$ cat src/rtl/evo_circuit_tester_if.sv
// Bundle between the evaluation controller, the tester, and one evolved circuit instance.
// The master side is the controller/circuit environment; the slave side is the tester.
interface evo_circuit_tester_if;
  logic        start;
  logic [15:0] expected;
  logic [3:0]  dut_in;
  logic        dut_out;
  logic        busy;
  logic        done;
  logic [15:0] truth_table;
  logic [15:0] unstable;
  logic        pass;

  modport master (
    output start, expected, dut_out,
    input  dut_in, busy, done, truth_table, unstable, pass
  );

  modport slave (
    input  start, expected, dut_out,
    output dut_in, busy, done, truth_table, unstable, pass
  );
endinterface

$ cat src/rtl/evo_circuit_tester.sv
// Steps an evolved 4-in/1-out circuit through all 16 vectors and measures its truth table.
// Optional macro TESTER_STABILITY_EN: multi-cycle sampling window with per-vector instability flags.
//
// state    | meaning
// S_IDLE   | waiting for start; results held
// S_SETTLE | vector applied, waiting SETTLE_CYCLES for the circuit and synchronizer
// S_SAMPLE | sampling the synchronized output
// S_FINISH | done pulse cycle; busy already low
module evo_circuit_tester #(
  parameter int SETTLE_CYCLES = 16,
  parameter int SAMPLES       = 8
) (
  input logic                 clk,
  input logic                 rst_n,
  evo_circuit_tester_if.slave if_tst
);

  typedef enum logic [1:0] {
    S_IDLE,
    S_SETTLE,
    S_SAMPLE,
    S_FINISH
  } state_t;

  localparam logic [7:0] C_SETTLE_LD = 8'(SETTLE_CYCLES - 1);
`ifdef TESTER_STABILITY_EN
  localparam logic [7:0] C_SAMPLE_LD = 8'(SAMPLES - 1);
`else
  // Single-cycle sample window; SAMPLES is accepted but has no effect here.
  localparam logic [7:0] C_SAMPLE_LD = 8'(SAMPLES) & 8'h00;
`endif

  state_t      r_state;
  logic        r_sync1;
  logic        r_sync2;
  logic [7:0]  r_cnt;
  logic [3:0]  r_vec;
  logic [15:0] r_expected;
  logic [15:0] r_tt;
  logic        r_busy;
  logic        r_done;
  logic        r_pass;
`ifdef TESTER_STABILITY_EN
  logic [15:0] r_unst;
`endif

  logic        w_first;
  logic        w_last;
  logic [15:0] w_tt_nxt;
  logic [15:0] w_unst_nxt;

  assign w_first = (r_cnt == C_SAMPLE_LD);
  assign w_last  = (r_cnt == 8'd0);

  // Next-value tables so pass can be formed from the final sample in the same edge.
  always_comb begin
    w_tt_nxt = r_tt;
`ifdef TESTER_STABILITY_EN
    w_unst_nxt = r_unst;
`else
    w_unst_nxt = 16'h0000;
`endif
    if (r_state == S_SAMPLE) begin
      if (w_first) begin
        w_tt_nxt[r_vec] = r_sync2;
      end
`ifdef TESTER_STABILITY_EN
      else if (r_sync2 != r_tt[r_vec]) begin
        w_unst_nxt[r_vec] = 1'b1;
      end
`endif
    end
  end

  always_ff @(posedge clk or negedge rst_n) begin
    if (!rst_n) begin
      r_state    <= S_IDLE;
      r_sync1    <= 1'b0;
      r_sync2    <= 1'b0;
      r_cnt      <= 8'd0;
      r_vec      <= 4'd0;
      r_expected <= 16'h0000;
      r_tt       <= 16'h0000;
      r_busy     <= 1'b0;
      r_done     <= 1'b0;
      r_pass     <= 1'b0;
`ifdef TESTER_STABILITY_EN
      r_unst     <= 16'h0000;
`endif
    end else begin
      r_sync1 <= if_tst.dut_out;
      r_sync2 <= r_sync1;
      r_done  <= 1'b0;
      case (r_state)
        S_IDLE: begin
          if (if_tst.start) begin
            r_expected <= if_tst.expected;
            r_tt       <= 16'h0000;
`ifdef TESTER_STABILITY_EN
            r_unst     <= 16'h0000;
`endif
            r_pass     <= 1'b0;
            r_vec      <= 4'd0;
            r_cnt      <= C_SETTLE_LD;
            r_busy     <= 1'b1;
            r_state    <= S_SETTLE;
          end
        end
        S_SETTLE: begin
          if (w_last) begin
            r_cnt   <= C_SAMPLE_LD;
            r_state <= S_SAMPLE;
          end else begin
            r_cnt <= r_cnt - 8'd1;
          end
        end
        S_SAMPLE: begin
          r_tt <= w_tt_nxt;
`ifdef TESTER_STABILITY_EN
          r_unst <= w_unst_nxt;
`endif
          if (w_last) begin
            if (r_vec == 4'hF) begin
              r_pass  <= (w_tt_nxt == r_expected) && (w_unst_nxt == 16'h0000);
              r_done  <= 1'b1;
              r_busy  <= 1'b0;
              r_state <= S_FINISH;
            end else begin
              r_vec   <= r_vec + 4'd1;
              r_cnt   <= C_SETTLE_LD;
              r_state <= S_SETTLE;
            end
          end else begin
            r_cnt <= r_cnt - 8'd1;
          end
        end
        S_FINISH: begin
          r_state <= S_IDLE;
        end
        default: begin
          r_state <= S_IDLE;
        end
      endcase
    end
  end

  assign if_tst.dut_in      = r_vec;
  assign if_tst.busy        = r_busy;
  assign if_tst.done        = r_done;
  assign if_tst.truth_table = r_tt;
  assign if_tst.pass        = r_pass;
`ifdef TESTER_STABILITY_EN
  assign if_tst.unstable    = r_unst;
`else
  assign if_tst.unstable    = 16'h0000;
`endif

endmodule

$ cat src/flat_wrapper.sv
// flat-port wrapper written by rule: the top's interface ports become plain ports
module evo_circuit_tester_flat 
#(
  parameter int SETTLE_CYCLES = 16,
  parameter int SAMPLES       = 8
)
  (clk, rst_n, if_tst_start, if_tst_expected, if_tst_dut_out, if_tst_dut_in, if_tst_busy, if_tst_done, if_tst_truth_table, if_tst_unstable, if_tst_pass);
  evo_circuit_tester_if if_tst_i ();
  input logic clk;
  input logic rst_n;
  input wire logic [$bits(if_tst_i.start)-1:0] if_tst_start;
  input wire logic [$bits(if_tst_i.expected)-1:0] if_tst_expected;
  input wire logic [$bits(if_tst_i.dut_out)-1:0] if_tst_dut_out;
  output wire logic [$bits(if_tst_i.dut_in)-1:0] if_tst_dut_in;
  output wire logic [$bits(if_tst_i.busy)-1:0] if_tst_busy;
  output wire logic [$bits(if_tst_i.done)-1:0] if_tst_done;
  output wire logic [$bits(if_tst_i.truth_table)-1:0] if_tst_truth_table;
  output wire logic [$bits(if_tst_i.unstable)-1:0] if_tst_unstable;
  output wire logic [$bits(if_tst_i.pass)-1:0] if_tst_pass;
  assign if_tst_i.start = if_tst_start;
  assign if_tst_i.expected = if_tst_expected;
  assign if_tst_i.dut_out = if_tst_dut_out;
  assign if_tst_dut_in = if_tst_i.dut_in;
  assign if_tst_busy = if_tst_i.busy;
  assign if_tst_done = if_tst_i.done;
  assign if_tst_truth_table = if_tst_i.truth_table;
  assign if_tst_unstable = if_tst_i.unstable;
  assign if_tst_pass = if_tst_i.pass;
  evo_circuit_tester #(.SETTLE_CYCLES(SETTLE_CYCLES), .SAMPLES(SAMPLES)) u_core (.clk(clk), .rst_n(rst_n), .if_tst(if_tst_i));
endmodule
$ cat config.mk
export PLATFORM = sky130hd
export DESIGN_NAME = evo_circuit_tester_flat
export DESIGN_NICKNAME = d
export VERILOG_FILES = /design/src/rtl/evo_circuit_tester_if.sv /design/src/rtl/evo_circuit_tester.sv /design/src/flat_wrapper.sv
export SDC_FILE = /design/constraint.sdc
export NUM_CORES = 1
export LEC_CHECK = 0
export ABC_AREA = 0
export CAP_MARGIN = 40
export CORE_MARGIN = 2
export CORE_UTILIZATION = 30
export DETAILED_ROUTE_END_ITERATION = 12
export HOLD_SLACK_MARGIN = 0.1
export MAX_ROUTING_LAYER = met4
export PLACE_DENSITY = 0.52
export SYNTH_ARGS = -nofsm -noshare
export SYNTH_HDL_FRONTEND = slang
export SYNTH_SLANG_ARGS = --single-unit
$ cat constraint.sdc
create_clock -name clk -period 4.17 [get_ports clk]
set_input_delay 0.6255 -clock clk [delete_from_list [all_inputs] [get_ports clk]]
set_output_delay 0.6255 -clock clk [all_outputs]
set_load 0.1 [all_outputs]
==> results of run 1 <==
## critical path, cell delays in order (launching register included)
cell	delay [ns]
dfrtp_1	0.43
inv_1	0.14
ha_1	0.60
nor3b_2	0.58
nand3_1	0.21
a2111oi_0	0.42
o2111ai_1	0.17
nor4_1	0.28
a32o_1	0.21
## state kept, by name (all words and copies together) (netlist names), 2 cells and up
register	count
u_core.if_tst.truth_table	16
u_core.if_tst.dut_in	4
u_core.r_cnt	8
u_core.r_expected	16
u_core.r_state	2
## cell type report
type	count	area, um^2
fillers	1089	6560
multi-input cells	262	1790
flip-flops and latches	51	1280
repair buffers	71	806
well taps	140	175
clock buffers	8	100
inverters	22	82.6
## cells in the final DEF (no fill, tap or decap), types with 4 or more instances in the layout
cell / count
and4_1: 4
nand4_1: 11
buf_4: 6
o22ai_1: 6
conb_1: 16
dfrtp_1: 51
nand3_1: 13
nor2b_1: 5
inv_1: 22
clkdlybuf4s50_1: 41
nand2b_1: 11
a21oi_1: 23
buf_8: 23
o21ai_0: 25
xor2_1: 6
mux2i_1: 6
nor2_1: 13
ha_1: 11
mux2_2: 18
nand2_1: 18
a31oi_1: 13
clkbuf_8: 7
## worst paths after layout
kind	start	to	slack [ns]	cells after the start
max in group asynchronous	rst_n	u_core.if_tst.truth_table[4]	3.32	2
worst min-delay path	u_core.r_sync1	u_core.r_sync2	0.36	0
worst max-delay path	u_core.r_state[0]	u_core.if_tst.pass	1.08	8
worst max register to register	u_core.r_state[0]	u_core.if_tst.pass	1.08	8
min in group asynchronous	rst_n	u_core.if_tst.dut_in[0]	0.42	2
worst min register to register	u_core.r_sync1	u_core.r_sync2	0.36	0
## power groups by stage
stage | clock network (W) | registers [W] | logic [W]
after global placement | 0 | 0.000799 | 0.00116
final | 0.000316 | 0.000797 | 0.00121
after floorplan | 0 | 0.000845 | 0.000818
after CTS | 0.000325 | 0.000796 | 0.00122
after detailed placement | 0 | 0.000807 | 0.00121
after global routing | 0.000344 | 0.000822 | 0.00133
## per-stage QoR
step / setup slack, ns / total power [W]
6_report: 1.08 / 0.00233
5_1_grt: 0.741 / 0.00250
4_1_cts: 1.10 / 0.00234
3_5_place_dp: 1.13 / 0.00202
3_3_place_gp: 1.23 / 0.00196
2_1_floorplan: 1.28 / 0.00166
## routing by layer
layer / up-vias / part of all wire / global-route usage
li1: 1392 / - / -
met1: 1365 / 0.48 / 0.228
met2: 95 / 0.45 / 0.241
met3: 11 / 0.054 / 0.0191
met4: 0 / 0.020 / 0.0641
met5: - / 0 / -
## cell families after synthesis
kind of cell,count (synthesis),synth area share
xor+xnor,9,0.0238
fa+ha+maj,11,0.0416
other cells,1,0.00113
compound gates,93,0.178
buf+inv,58,0.0899
simple gates,109,0.201
mux,24,0.0793
flops,51,0.385
==> impl_metrics.yaml, run 1 <==
final_layout:
  fin_nets: 444
  fin_area_um2: 4230
  final_core_util: 0.392
  diodes: 0
  syn_to_final_growth_pct: 27.8
  drive_gt1_frac: 0.155
  final_cells: 554
pwr:
  comb_power_share: 0.521
  p_sw_frac: 0.462
  power_frac_seq: 0.343
  p_int_w: 0.00125
  power.density_nw_per_um2: 549
  power_frac_clock: 0.136
  p_leak_nw: 1.74
  switchingPower_w: 0.00107
  vdd_drop_max_v: 0.000247
timing:
  setup_tns_ns: 0
  min_period_over_period: 0.740
  max_slew_margin: 0.499
  hold-worst-slack_ns: 0.357
  period_needed_ns: 3.09
  clock_skew_ns: 0.00738
  tightest_slew_ns: 0.750
  max_freq_mhz: 324
  hold_viol_final: 0
  setup_viol: 0
  maxSlewViolCount: 0
  rsz0062_at_grt: "no"
cts:
  root_buffer: "clkbuf_8"
  cts_buffer_depth: 2
  cts-resized-gates: 0
  htreeDepth: 2
  cts_tree: "yes"
  cts.sinks: 51
  clk_latency_ns: 0.30
  clk_pin_slew_ns: 0.09
  cts_setup_buffers: 0
  postCtsHoldBufs: 0
  numCtsBuffers: 5
drt:
  drt_iter0_markers: 277
  vias: 2863
  first_pass_iters: 5
  wl_per_cell_um: 16.0
  ant_nets: 0
  viasPerCell: 5.17
  route.detailed.drc: 0
  totalWireLength_um: 8870
die:
  row_count: 38
  io_pins: 59
  dieArea_um2: 11900
  initial_utilization: 0.307
  fp.dieH_um: 109
  die_w_um: 109
  coreArea_um2: 10800
logic_synthesis:
  ys_seq_elements: 51
  synth_area_um2: 3310
  synth_common_cells: "dfrtp_1, o21ai_0, a21oi_1, inv_1, buf_4"
  ys_warn_count: 0
  synth_edf_count: 0
  synthTopCellsByArea: "dfrtp_1, mux2_2, buf_4, ha_1, o21ai_0"
  synth_cell_type_count: 58
  avgSynthCellArea_um2: 9.30
  ys_seq_area_frac: 0.385
  synthCells: 356
  synth_top_area_share: 0.385
  synthFlopType: "dfrtp_1"
  yosys.area.top_type: "dfrtp_1"
  async_reset_ff_frac: 1.00
  yosysMostFrequentCell: "dfrtp_1"
worst_setup_path:
  setup.worst_path.class: "reg2reg"
  end_kind: "flip-flop"
  arrival_ns: 3.33
  crit_path_start_kind: "flip-flop"
  required_ns: 4.42
  path_max_fanout: 22
global_route:
  grt.total_usage: 0.163
  grt_overflow: 0
  grt_pass1_wl_um: 14700
  grt_pass1_vias: 2788
  antenna_found_initial: 0
  grt_start_max_net_pins: 52
placed_design:
  dpl_cell_area_um2: 4130
  place_inst: 546
  numPortBuffers: 42
  place_congestion: 0.955
  dpl.hpwl_um: 6490
run_status:
  status: "complete, no violations"
job:
  cap_violations: 0
worst_hold_path:
  hold_path_class: "reg2reg"
No activity file was read; power rests on OpenSTA's default activity.
==> run 2: changes to the inputs <==
==> constraint.sdc (replaced) <==
create_clock -name clk -period 3.1 [get_ports clk]
set_input_delay 0.465 -clock clk [delete_from_list [all_inputs] [get_ports clk]]
set_output_delay 0.465 -clock clk [all_outputs]
set_load 0.1 [all_outputs]
==> run 2 against run 1 <==
Against the previous run: via count about the same; flip-flop and latch count unchanged; sequential power up 33%; critical path depth unchanged; total power up 36%; sequential share of layout area up 2.5 points; global-route usage up 1.4 points; clock power up 36%; die area unchanged; critical path type unchanged; largest cell class unchanged; highest routed layer unchanged.
==> impl_metrics.yaml, run 2 (synthesis results as in run 1) <==
drt:
  first_pass_iters: 4
  route.met2.wl_um: 4280
  vias: 2865
  route.detailed.drc: 0
  drt-met1-wl_um: 4620
  dr_wl_met3_um: 525
  wl_per_cell_um: 17.8
  ant_nets: 0
  highest_layer: "met4"
  viasPerCell: 5.30
  drt_iter0_markers: 184
  totalWireLength_um: 9650
placed_design:
  numPortBuffers: 42
  place_inst: 533
  dpl.hpwl_um: 7140
  place_congestion: 0.897
job:
  cap_violations: 0
timing:
  rsz0062_at_grt: "no"
  setup_viol: 0
  clock_skew_ns: 0.00665
  tightest_slew_ns: 0.789
  max_freq_mhz: 357
  hold_viol_final: 0
  setup_tns_ns: 0
  period_needed_ns: 2.80
  max_slew_margin: 0.473
  min_period_over_period: 0.904
  maxSlewViolCount: 0
worst_setup_path:
  crit_slowest_cell: "and3b_1"
  crit_path_start_kind: "flip-flop"
  rr_worst_depth: 8
  crit_chain: "inv_1, ha_1, and3b_1, nand4_1, mux2_2, a221o_1, nor4_1, a32o_1"
  path_max_fanout: 10
  setup.worst_path.class: "reg2reg"
  rrSetupSlack_ns: 0.30
  r2r-start: "u_core.r_state[0]"
  end_kind: "flip-flop"
  arrival_ns: 3.06
  reg2reg_to: "u_core.if_tst.pass"
  slowest_delay_ns: 0.45
  required_ns: 3.36
cts:
  cts_buffer_depth: 2
  cts_setup_buffers: 0
  clk_pin_slew_ns: 0.10
  numCtsBuffers: 5
  cts-resized-gates: 0
  cts_tree: "yes"
  htreeDepth: 2
  cts.sinks: 51
  root_buffer: "clkbuf_8"
  postCtsHoldBufs: 0
  clk_latency_ns: 0.31
pwr:
  power_frac_seq: 0.337
  power.density_nw_per_um2: 809
  p_leak_nw: 1.67
  comb_power_share: 0.527
  p_int_w: 0.00167
  vdd_drop_max_v: 0.000336
  power_frac_clock: 0.136
  switchingPower_w: 0.00149
  p_sw_frac: 0.471
  totalPowerFinal_w: 0.00316
final_layout:
  final_cell_mix: "dfrtp_1, buf_4, o21ai_0"
  mostFrequentLayoutCell: "dfrtp_1"
  diodes: 0
  num-fill-cells: 1123
  drive_gt1_frac: 0.185
  syn_to_final_growth_pct: 17.9
  fin_nets: 431
  ff_latch_area_um2: 1280
  multiInputGateArea_um2: 1790
  final_cells: 541
die:
  initial_utilization: 0.307
  dieArea_um2: 11900
  coreArea_um2: 10800
  io_pins: 59
  row_count: 38
  die_w_um: 109
  fp.dieH_um: 109
global_route:
  grt_start_max_net_pins: 25
  grt_pass1_vias: 2745
  antenna_found_initial: 0
  grt_pass1_wl_um: 15400
  grt.total_usage: 0.177
  grt_overflow: 0
worst_hold_path:
  hold_path_class: "in2async"
run_status:
  status: "complete, no violations"
## run 2: per-layer routing
layer / vias to the layer above / track usage
met4: 0 / 0.0705
met3: 12 / 0.0287
li1: 1358 / -
met1: 1401 / 0.241
met2: 94 / 0.264
met5: - / -
## run 2: power by group through the flow
| stage | Clock, W | Combinational, W | Sequential, W |
|---|---|---|---|
| finish | 0.000431 | 0.00167 | 0.00106 |
| global route | 0.000476 | 0.00181 | 0.00109 |
| CTS | 0.000450 | 0.00167 | 0.00106 |
| detailed placement | 0 | 0.00166 | 0.00107 |
| global placement | 0 | 0.00166 | 0.00107 |
| floorplan | 0 | 0.00110 | 0.00114 |
## run 2: how the worst max path moves through the flow
stage / endpoint / depth (start not counted) / from / slack, ns
floorplan: u_core.if_tst.pass / 8 / u_core.if_tst.dut_in[1] / 0.21
global placement: u_core.if_tst.pass / 8 / u_core.r_state[0] / 0.33
detailed placement: u_core.if_tst.pass / 8 / u_core.r_state[0] / 0.33
CTS: u_core.if_tst.pass / 8 / u_core.r_state[0] / 0.32
global route: u_core.if_tst.pass / 8 / u_core.if_tst.dut_in[0] / 0.03
finish: u_core.if_tst.pass / 8 / u_core.r_state[0] / 0.30
## run 2: stage by stage
stage | area (um^2) | hold slack [ns] | setup slack (ns) | util
finish | 3910 | 0.141 | 0.299 | 0.362
global route | 3910 | 0.166 | 0.0251 | 0.362
CTS | 3910 | 0.153 | 0.316 | 0.362
detailed placement | 3810 | 0.349 | 0.330 | 0.353
global placement | 3810 | 0.338 | 0.331 | 0.353
floorplan | 3370 | 0.169 | 0.206 | -
## run 2: critical path: cells and delay by family (launching register included)
kind | cells | cell delay (ns)
multiplexers | 1 | 0.33
AND/OR/NAND/NOR | 3 | 1.01
flip-flops | 1 | 0.42
AO/OA/AOI/OAI | 2 | 0.51
buffers and inverters | 1 | 0.13
adder cells (fa/ha/maj) | 1 | 0.35
## run 2: final cells by class
cell class	count	area share
flip-flops and latches	51	0.327
well taps	140	0.0448
clock buffers	8	0.0256
inverters	22	0.0211
repair buffers	58	0.122
multi-input cells	262	0.459
==> run 3: changes to the inputs <==
--- a/config.mk
+++ b/config.mk
@@ -7,12 +7,15 @@
 export LEC_CHECK = 0
 export ABC_AREA = 0
 export CAP_MARGIN = 40
+export CELL_PAD_IN_SITES_DETAIL_PLACEMENT = 0
+export CELL_PAD_IN_SITES_GLOBAL_PLACEMENT = 2
 export CORE_MARGIN = 2
 export CORE_UTILIZATION = 30
+export CTS_CLUSTER_DIAMETER = 100
 export DETAILED_ROUTE_END_ITERATION = 12
 export HOLD_SLACK_MARGIN = 0.1
 export MAX_ROUTING_LAYER = met4
-export PLACE_DENSITY = 0.52
+export PLACE_DENSITY = 0.77
 export SYNTH_ARGS = -nofsm -noshare
 export SYNTH_HDL_FRONTEND = slang
 export SYNTH_SLANG_ARGS = --single-unit
==> run 3 against run 2 <==
Against the previous run: clock power shrank 5.1%; total power shrank 1.3%; worst hold slack gained 0.017 ns; clock skew grew 0.0063 ns; cell area is essentially flat; critical path type unchanged; largest power group unchanged.
==> impl_metrics.yaml, run 3 (synthesis results as in run 1) <==
run_status:
  status: "complete, no violations"
cts:
  clk_latency_ns: 0.31
  cts.sinks: 51
  cts_tree: "yes"
  cts_setup_buffers: 0
  cts-resized-gates: 0
  root_buffer: "clkbuf_8"
  numCtsBuffers: 5
  cts_buffer_depth: 2
  postCtsHoldBufs: 0
  clk_pin_slew_ns: 0.11
  htreeDepth: 2
die:
  coreArea_um2: 10800
  initial_utilization: 0.307
  io_pins: 59
  fp.dieH_um: 109
  row_count: 38
  dieArea_um2: 11900
  die_w_um: 109
drt:
  drt_iter0_markers: 193
  viasPerCell: 5.16
  ant_nets: 0
  wl_per_cell_um: 17.8
  route.detailed.drc: 0
  totalWireLength_um: 9620
  vias: 2789
  first_pass_iters: 4
timing:
  min_period_over_period: 0.912
  setup_viol: 0
  max_slew_margin: 0.483
  setup_tns_ns: 0
  timing.final.ws_setup_ns: 0.272
  tightest_slew_ns: 0.773
  hold_viol_final: 0
  maxSlewViolCount: 0
  max_freq_mhz: 354
  clock_skew_ns: 0.0129
  rsz0062_at_grt: "no"
  period_needed_ns: 2.83
  hold-worst-slack_ns: 0.158
global_route:
  grt_pass1_vias: 2715
  grt.total_usage: 0.175
  antenna_found_initial: 0
  grt_overflow: 0
  grt_start_max_net_pins: 32
  grt_pass1_wl_um: 15400
worst_setup_path:
  rr_worst_depth: 9
  arrival_ns: 3.09
  slowest_delay_ns: 0.48
  crit_chain: "inv_1, ha_1, buf_4, and3_1, a31oi_1, a2111oi_1, o2111ai_1, nor4_1, a32o_1"
  required_ns: 3.36
  critPathBufInv: 2
  r2r-start: "u_core.r_state[0]"
  path_depth: 9
  rrSetupSlack_ns: 0.27
  cp_top_family: "compound AO/OA/AOI/OAI gates"
  setup.worst_path.class: "reg2reg"
  path_max_fanout: 16
  crit_slowest_cell: "a2111oi_1"
  end_kind: "flip-flop"
  crit_path_start_kind: "flip-flop"
  reg2reg_to: "u_core.if_tst.pass"
final_layout:
  multiInputGateArea_um2: 1800
  syn_to_final_growth_pct: 18.0
  drive_gt1_frac: 0.190
  fin_nets: 431
  diodes: 0
  final_cell_mix: "dfrtp_1, buf_4, o21ai_0"
  mostFrequentLayoutCell: "dfrtp_1"
  num-fill-cells: 1108
  ff_latch_area_um2: 1280
placed_design:
  dpl.hpwl_um: 7160
  place_congestion: 0.895
  place_worst_setup_slack_ns: 0.0778
  numPortBuffers: 42
pwr:
  totalPowerFinal_w: 0.00312
  power.density_nw_per_um2: 799
  vdd_drop_max_v: 0.000489
  p_leak_nw: 1.66
job:
  cap_violations: 0
worst_hold_path:
  hold_path_class: "in2async"
==> run 3: cell types whose count changed in the layout (fill, tap and decap cells not counted) <==
cell | before | now
nor4bb_2 | 0 | 1
clkbuf_1 | 1 | 0
a2111oi_1 | 0 | 1
clkinvlp_4 | 0 | 1
a2111oi_0 | 3 | 2
clkinv_4 | 0 | 2
nor4bb_1 | 1 | 0
clkbuf_8 | 7 | 5
==> run 3: worst max path at each step <==
| stage | end | startpoint | slack, ns |
|---|---|---|---|
| 4_1_cts | u_core.if_tst.pass | u_core.if_tst.dut_in[0] | 0.07 |
| 3_5_place_dp | u_core.if_tst.pass | u_core.if_tst.dut_in[0] | 0.08 |
| 6_report | u_core.if_tst.pass | u_core.r_state[0] | 0.27 |
| 3_3_place_gp | u_core.if_tst.pass | u_core.if_tst.dut_in[0] | -0.03 |
| 2_1_floorplan | u_core.if_tst.pass | u_core.if_tst.dut_in[1] | 0.21 |
| 5_1_grt | u_core.if_tst.pass | u_core.r_state[0] | 0.04 |
==> run 3: power breakdown <==
part / internal (W) / switching (W) / total [W]
clock network: 0.000162 / 0.000247 / 0.000409
logic: 0.000619 / 0.00103 / 0.00165
registers: 0.000842 / 0.000225 / 0.00107
==> run 3: per-stage QoR <==
stage | cells | utilization | instance area, um^2
final | 541 | 0.362 | 3910
after global routing | 541 | 0.362 | 3910
after CTS | 541 | 0.361 | 3900
after floorplan | 371 | - | 3370
after global placement | 533 | 0.353 | 3810
after detailed placement | 533 | 0.353 | 3810
==> run 3: metal layers <==
metal / share of wire / GRT usage
met5: 0 / -
met4: 0.017 / 0.0485
met3: 0.055 / 0.0263
met2: 0.44 / 0.244
met1: 0.49 / 0.261
==> run 3: final cells by class <==
class                   instances  area share
inverters                      22      0.0211
multi-input cells             262       0.461
clock buffers                   5      0.0176
well taps                     140      0.0448
flip-flops and latches         51       0.327
clock inverters                 3     0.00640
repair buffers                 58       0.122
